`src/rtl/bitmap_enc_pkg.sv`:
```
// rtl/bitmap_enc_pkg.sv - shared state type and width helper for the bitmap encoder
package bitmap_enc_pkg;

   typedef enum logic {
      IDLE  = 1'b0,
      DRAIN = 1'b1
   } state_t;

   // Bitmap width for an N-bit index.
   function automatic int W(input int n);
      return 1 << n;
   endfunction

endpackage

```
`src/rtl/bitmap_encoder_if.sv`:
```
// rtl/bitmap_encoder_if.sv - bitmap input and index output handshakes of the bitmap encoder
interface bitmap_encoder_if #(
   parameter int N = 3
);
   import bitmap_enc_pkg::*;

   logic            in_valid;
   logic            in_ready;
   logic [W(N)-1:0] in_vec;

   logic            out_valid;
   logic            out_ready;
   logic [N-1:0]    out_idx;
   logic            out_last;
   logic            out_empty;
   logic            out_err;

   modport master (
      output in_valid,
      output in_vec,
      output out_ready,
      input  in_ready,
      input  out_valid,
      input  out_idx,
      input  out_last,
      input  out_empty,
      input  out_err
   );

   modport slave (
      input  in_valid,
      input  in_vec,
      input  out_ready,
      output in_ready,
      output out_valid,
      output out_idx,
      output out_last,
      output out_empty,
      output out_err
   );

endinterface

```
`src/rtl/lsb_priority_enc.sv`:
```
// rtl/lsb_priority_enc.sv - lowest-set-bit index of a 2**N-bit vector, N-level pairwise tree
module lsb_priority_enc
   import bitmap_enc_pkg::*;
#(
   parameter int N = 3
) (
   input  logic [W(N)-1:0] vec,
   output logic [N-1:0]    idx,
   output logic            nonzero
);

   localparam int WV = W(N);

   logic [WV-1:0]         nz_a;
   logic [WV-1:0][N-1:0]  idx_a;

   // Each level merges node pairs in place: node n reads 2n/2n+1, which are
   // never overwritten before being read because n <= 2n.  The low child wins;
   // taking the high child sets the index bit owned by this level.
   always_comb begin
      nz_a  = vec;
      idx_a = '0;
      for (int l = 1; l <= N; l++) begin
         for (int n = 0; n < (WV >> l); n++) begin
            if (nz_a[2*n]) begin
               nz_a[n]  = 1'b1;
               idx_a[n] = idx_a[2*n];
            end else begin
               nz_a[n]         = nz_a[2*n+1];
               idx_a[n]        = idx_a[2*n+1];
               idx_a[n][l-1]   = 1'b1;
            end
         end
      end
      idx     = idx_a[0];
      nonzero = nz_a[0];
   end

endmodule

```
`src/rtl/bitmap_encoder.sv`:
```
// rtl/bitmap_encoder.sv - streams the index of every set bit of a bitmap, LSB first
// Optional: BITMAP_ENC_ONEHOT_CHECK_EN flags multi-hot bitmaps on out_err.
module bitmap_encoder
   import bitmap_enc_pkg::*;
#(
   parameter int N = 3
) (
   input logic             clk,
   input logic             rst_n,
   bitmap_encoder_if.slave bus
);

   localparam int WV = W(N);

   state_t          state_q, state_d;
   logic [WV-1:0]   pend_q, pend_d;
   logic            empty_q, empty_d;
   logic [WV-1:0]   pend_rest;
   logic [N-1:0]    enc_idx;
   logic            enc_nz;
   logic            drain;
   logic            beat_last;
   logic            beat_fire;
   logic            accept;

`ifdef BITMAP_ENC_ONEHOT_CHECK_EN
   logic            multi_q, multi_d;
`endif

   lsb_priority_enc #(.N(N)) u_enc (
      .vec     (pend_q),
      .idx     (enc_idx),
      .nonzero (enc_nz)
   );

   assign pend_rest = pend_q & (pend_q - 1'b1);
   assign drain     = (state_q == DRAIN);
   assign beat_last = empty_q || (pend_rest == '0);
   assign beat_fire = drain && bus.out_ready;
   assign accept    = bus.in_valid && bus.in_ready;

   // Beat fields come only from flops; in_ready alone looks at out_ready so a
   // new bitmap can be taken on the final beat without an idle bubble.
   assign bus.in_ready  = !drain || (bus.out_ready && beat_last);
   assign bus.out_valid = drain;
   assign bus.out_idx   = (drain && enc_nz) ? enc_idx : '0;
   assign bus.out_last  = drain && beat_last;
   assign bus.out_empty = drain && empty_q;
`ifdef BITMAP_ENC_ONEHOT_CHECK_EN
   assign bus.out_err   = drain && multi_q;
`else
   assign bus.out_err   = 1'b0;
`endif

   always_comb begin
      state_d = state_q;
      pend_d  = pend_q;
      empty_d = empty_q;
`ifdef BITMAP_ENC_ONEHOT_CHECK_EN
      multi_d = multi_q;
`endif
      if (beat_fire) begin
         pend_d = pend_rest;
         if (beat_last) begin
            state_d = IDLE;
         end
      end
      if (accept) begin
         state_d = DRAIN;
         pend_d  = bus.in_vec;
         empty_d = (bus.in_vec == '0);
`ifdef BITMAP_ENC_ONEHOT_CHECK_EN
         multi_d = |(bus.in_vec & (bus.in_vec - 1'b1));
`endif
      end
   end

   always_ff @(posedge clk or negedge rst_n) begin
      if (!rst_n) begin
         state_q <= IDLE;
         pend_q  <= '0;
         empty_q <= 1'b0;
`ifdef BITMAP_ENC_ONEHOT_CHECK_EN
         multi_q <= 1'b0;
`endif
      end else begin
         state_q <= state_d;
         pend_q  <= pend_d;
         empty_q <= empty_d;
`ifdef BITMAP_ENC_ONEHOT_CHECK_EN
         multi_q <= multi_d;
`endif
      end
   end

endmodule
```
`src/flat_wrapper.sv`:
```
// flat-port wrapper written by rule: the top's interface ports become plain ports
module bitmap_encoder_flat import bitmap_enc_pkg::*;
#(
   parameter int N = 3
)
  (clk, rst_n, bus_in_valid, bus_in_vec, bus_out_ready, bus_in_ready, bus_out_valid, bus_out_idx, bus_out_last, bus_out_empty, bus_out_err);
  bitmap_encoder_if #(.N(N)) bus_i ();
  input logic clk;
  input logic rst_n;
  input wire logic [$bits(bus_i.in_valid)-1:0] bus_in_valid;
  input wire logic [$bits(bus_i.in_vec)-1:0] bus_in_vec;
  input wire logic [$bits(bus_i.out_ready)-1:0] bus_out_ready;
  output wire logic [$bits(bus_i.in_ready)-1:0] bus_in_ready;
  output wire logic [$bits(bus_i.out_valid)-1:0] bus_out_valid;
  output wire logic [$bits(bus_i.out_idx)-1:0] bus_out_idx;
  output wire logic [$bits(bus_i.out_last)-1:0] bus_out_last;
  output wire logic [$bits(bus_i.out_empty)-1:0] bus_out_empty;
  output wire logic [$bits(bus_i.out_err)-1:0] bus_out_err;
  assign bus_i.in_valid = bus_in_valid;
  assign bus_i.in_vec = bus_in_vec;
  assign bus_i.out_ready = bus_out_ready;
  assign bus_in_ready = bus_i.in_ready;
  assign bus_out_valid = bus_i.out_valid;
  assign bus_out_idx = bus_i.out_idx;
  assign bus_out_last = bus_i.out_last;
  assign bus_out_empty = bus_i.out_empty;
  assign bus_out_err = bus_i.out_err;
  bitmap_encoder #(.N(N)) u_core (.clk(clk), .rst_n(rst_n), .bus(bus_i));
endmodule
```
`config.mk`:
```
export PLATFORM = sky130hd
export DESIGN_NAME = bitmap_encoder_flat
export DESIGN_NICKNAME = d
export VERILOG_FILES = /design/src/rtl/bitmap_enc_pkg.sv /design/src/rtl/bitmap_encoder_if.sv /design/src/rtl/lsb_priority_enc.sv /design/src/rtl/bitmap_encoder.sv /design/src/flat_wrapper.sv
export SDC_FILE = /design/constraint.sdc
export NUM_CORES = 1
export LEC_CHECK = 0
export ABC_AREA = 1
export CORE_MARGIN = 1.5
export CORE_UTILIZATION = 43
export DETAILED_ROUTE_END_ITERATION = 8
export GPL_ROUTABILITY_DRIVEN = 0
export PLACE_DENSITY = 0.75
export SETUP_SLACK_MARGIN = 0.02
export SKIP_LAST_GASP = 1
export SYNTH_ARGS = -nofsm -noshare
export SYNTH_HDL_FRONTEND = slang
export SYNTH_HIERARCHICAL = 1
export SYNTH_SLANG_ARGS = --single-unit
```
`constraint.sdc`:
```
create_clock -name clk -period 1.55 [get_ports clk]
set_input_delay 0.155 -clock clk [delete_from_list [all_inputs] [get_ports clk]]
set_output_delay 0.155 -clock clk [all_outputs]
set_load 0.01 [all_outputs]
```
* After elaboration in Yosys (flattened, before gate mapping) *
Index checks and enable logic that the tools add are counted.

word-level totals
  bits in registers = 10
  input port bits = 12
  output and inout port bits = 8
  word-level logic and storage cells = 39

cells by class
  $add $sub $neg = 1
  mux-type cells = 20
  bitwise operators = 1
  reduce and logical (&&, ||, !) cells = 14

operators with widths
  kind                                               number
  logical NOT 8 bit                                  2
  two-way mux 8 bit                                  2
  two-way mux 1 bit                                  14
  two-way mux 3 bit                                  3
  bitwise AND 8 bit                                  1
  subtractor 8 x 1 -> 8 bit (second input constant)  1
  logical AND 1 bit                                  6
  nonzero test 2 bit                                 2
  logical OR 1 bit                                   2
  two-way mux 2 bit                                  1
  AND reduction 2 bit                                1
  logical NOT 1 bit                                  1

* Logic depth before layout (Yosys ltp) *
Gate-level depths: netlist of run 1.

  depth in word-level cells = 9
  mapped depth = 13

* Cells and area by module *
Netlist of run 1, hierarchy kept.

by module, submodules not included
  module            times used  cells each  area each (sq um)  sequential area each (sq um)
  bitmap_encoder    1           114         701.9              250.2
  lsb_priority_enc  1           18          93.8               0.0

* Worst setup path before layout of run 1 *
Ideal clock, no wire load.

  path kind = flip-flop to flip-flop
  from = register u_core.pend_q[1]
  to = register u_core.pend_q[1]
  arrival = 1.392 ns
  required time = 1.431 ns
  path slack = 0.039 ns
  stages on the path, launching flop included = 14
  buffers on the path = 1
  clock period less this slack = 1.511 ns
  cell sequence = dfrtp_1 > nor2_4 > nand2_1 > nor2_1 > nor2_1 > nor2_1 > nand2_1 > nand2_1 > nand2_1 > nand2_2 > buf_6 > nand3_1 > nand3_1 > nand2_1

on the way
  word-level cells in the longest chain between the ends = 8
  elaborated cells on any way between the ends = 10
  classes of those cells = add/sub (1); mux (2); bitwise (1); reduce/logical (6)

ends and longest elaborated chain
  element                                                  line                  RTL
  start: declaration                                       bitmap_encoder.sv:16  logic [WV-1:0] pend_q, pend_d;
  start signal: assignment                                 bitmap_encoder.sv:88  pend_q <= pend_d;
  subtractor 8 x 1 -> 8 bit                                bitmap_encoder.sv:36  assign pend_rest = pend_q & (pend_q - 1'b1);
  bitwise AND 8 bit *                                      bitmap_encoder.sv:36
  logical NOT 8 bit *                                      bitmap_encoder.sv:38  assign beat_last = empty_q || (pend_rest == '0);
  logical OR 1 bit *                                       bitmap_encoder.sv:38
  logical AND 1 bit *                                      bitmap_encoder.sv:44  assign bus.in_ready = !drain || (bus.out_ready && beat_last);
  logical OR 1 bit *                                       bitmap_encoder.sv:44
  via bus_in_ready                                         flat_wrapper.sv:13    output wire logic [$bits(bus_i.in_ready)-1:0] bus_in_ready;
  logical AND 1 bit *                                      bitmap_encoder.sv:40  assign accept = bus.in_valid && bus.in_ready;
  two-way mux 8 bit or nonzero test 2 bit (tied branches)  --

The timed path passes the listed nets; every way through them passes the cells marked *. The select of a mux whose other input is x is not followed.
A chain may end at the register's enable or synchronous reset.

* Worst setup path in the final report of run 1 *
  from = register u_core.pend_q[1]
  to = output port bus_out_last

on the way
  word-level cells in the longest chain between the ends = 5

ends and longest elaborated chain
  element                    line                  RTL
  subtractor 8 x 1 -> 8 bit  bitmap_encoder.sv:36
  bitwise AND 8 bit *        bitmap_encoder.sv:36
  logical NOT 8 bit *        bitmap_encoder.sv:38
  logical OR 1 bit *         bitmap_encoder.sv:38
  logical AND 1 bit *        bitmap_encoder.sv:47  assign bus.out_last = drain && beat_last;
  end: declaration           flat_wrapper.sv:16    output wire logic [$bits(bus_i.out_last)-1:0] bus_out_last;

Mark *: on every way between the ends. The rest lies on a longest branch, timed or not.

==> results.cfg, run 1 <==
[placed_design]
dp_hpwl_mm = 1.611
place_ws_ps = -309.0
portBuffers = 18
dpl_cell_area_sq_um = 1104

[worst_setup_path]
critical_path_class = register to output port
crit_fanout = 5
r2r-end = u_core/pend_q[7]
cp-start-kind = register
r2r_cells = 15
endpoint_kind = output port
rr_startpoint = u_core/pend_q[1]
critical_path_arrival_ps = 1630
cp.required_ps = 1390
reg2reg_slack_ps = -200

[cts]
cts.sinks = 10
cts_buffers = 3
htreeDepth = 1
clk_pin_slew_ps = 70
tritoncts = done
postCtsHoldBufs = 0
cts-root-buf = clkbuf_4
insertion_delay_ps = 270
clockBufferDepth = 2

[logic_synthesis]
synth_xor_area_share_pct = 0
synthAdderAreaFrac_pct = 0
yosysUniqueCellTypes = 19
synth_compound_area_share_pct = 3.459
dominantRegCellSynth = dfrtp_1
yosysWarningCount = 6
synthCells = 132
synth_area_per_cell_sq_um = 6.029
synth-edff-count = 0
synth_top_family_by_area = simple AND/OR/NAND/NOR gates
synth_seq_cells = 10
synth_common_cells = 41 x nand2_1, 24 x inv_1, 18 x nand3_1
synthSimpleGateAreaFrac_pct = 49.37
synth_top_area_share_pct = 31.45
synth_top_area_cell = dfrtp_1
synth_area_sq_um = 795.8
synthArstFlopShare_pct = 100.0
ys_seq_area_share_pct = 31.45
synth.most_common_cell = nand2_1
syn-num-nets = 144
synthTopCellsByArea = dfrtp_1 31%, nand2_1 19%, nand3_1 11%
muxShareOfSynthArea_pct = 0

[run_status]
status = complete, but fails checks
violations = negative setup slack

[route]
vias_per_cell = 4.628
dr_wl_met2_mm = 1.126
wl_mm = 2.149
highest_layer = met4
wl_per_cell_microns = 10.80
dr.pass1.iters = 4
first_iter_violations = 19
met3_length_microns = 68
ant_nets = 0
wl_met1_microns = 916
vias = 921
drc_errors = 0

[floorplan]
die_w_microns = 46.02
rows = 15
die_area_sq_um = 2118
core_sq_um = 1727
die_h_microns = 46.02
pin_count = 20
start_util_pct = 46.09

[global_route]
grt_first_pass_wirelength_mm = 3.491
grt_usage_pct = 23.08
gr-total-overflow = 0
antenna_found_initial = 0
grt_max_degree = 11
grt_pass1_vias = 829

[final_layout]
diodes = 0
multi_input_area_sq_um = 451.7
regArea_sq_um = 252.7
fillers = 157
nets = 187
design_area_sq_um = 1234
drive_above_1_share_pct = 29.89
area_delta_synth_final_pct = 55.03

[timing]
hold_ws_ps = 200.3
post-route-min-period_ps = 1787
setup_viol = 15
maxSlewViolCount = 0
worst_slack_ps = -236.8
fmax_mhz = 559.7
finClkSkew_ps = 2.225
post-route-period-util_pct = 115.3
rsz0062_at_grt = yes
finalHoldViolCount = 0

[power]
power.density_nw_per_um2 = 2188
power.leakage_nw = 0.7295
irDropWorstVdd_mv = 1.525

[hold_path]
min_path_type = input pin to async pin

[flow_run]
drv_cap = 0
[cell type report]
class / count / area share (%)
inverter: 26 / 8.316
sequential: 10 / 20.49
tap: 25 / 2.536
clock buffer: 4 / 2.941
timing repair buffer: 41 / 29.11
multi-input combinational: 93 / 36.61
[cell usage in the layout (no fill, tap or decap), types with 2 or more instances in the layout]
master and n:
nand2_2 5, nand2_4 2, o21ai_1 3, inv_1 22, buf_6 7, clkbuf_4 3, buf_2 4, inv_2 2
dfrtp_1 8, dfrtp_2 2, nor2_4 3, clkdlybuf4s50_1 12, nand3_1 17, nand2_1 40, nor2_1 13, nor4_1 2
buf_4 17, nor2_2 3, inv_4 2
[metal layers]
metal | vias up | track usage, %
met4 | 0 | 8.571
met1 | 412 | 28.57
met5 | - | 0
met2 | 26 | 41.39
met3 | 5 | 1.190
li1 | 478 | -
[worst max-delay path by stage]
stage                           startpoint               end  slack, ps  depth (start not counted)
after floorplan           u_core/pend_q[1]  u_core/pend_q[1]         40                         13
after global placement    u_core/pend_q[0]      bus_out_last       -280                          8
after detailed placement  u_core/pend_q[3]      bus_out_last       -310                          8
after CTS                 u_core/pend_q[1]      bus_in_ready       -220                         11
after global routing      u_core/pend_q[1]  u_core/pend_q[6]       -390                         15
final                     u_core/pend_q[1]      bus_out_last       -240                          9
[logic make-up after synthesis]
logic type	count (synthesis)
flops	10
other cells	1
simple gates	87
buf+inv	29
compound gates	5
[critical path: stages (launching register included)]
cell,delay [ps]
dfrtp_1,390
buf_6,130
nor2_4,130
nand3b_1,110
nand2_1,100
inv_1,50
nor2_1,90
nand2_1,70
a21boi_0,140
buf_2,150
[repair_timing]
item / CTS / global route
setup buffers: 6 / 4
endpoints found under the setup margin: 16 / 16
gates resized for setup: 30 / 14
pin swaps: 3 / 8
[registers in the layout (all words and copies together), names as in the netlist]
register              flops
u_core/pend_q             8
u_core/empty_q            1
u_core/bus.out_valid      1
[power by group]
part | internal, W | switching [W]
logic | 0.000937 | 0.00103
clock network | 0.000143 | 0.000100
registers | 0.000365 | 0.000128
[stage by stage]
step           std cells  power, W  setup TNS (ps)  util [%]
3_5_place_dp         188  0.002223           -2685     63.91
4_1_cts              198  0.002569           -2082     69.13
6_report             199  0.002699           -2288     71.45
3_3_place_gp         188  0.002169           -2131     63.91
5_1_grt              199  0.002916           -4481     71.45
2_1_floorplan        132  0.001503               0         -
(Power assumes the default switching activity.)
==> inputs of run 2 (changes only) <==
- SLEW_MARGIN: unset -> 20
==> results of run 2 <==
No change in the layout: final DEF, timing and power equal those of run 1.
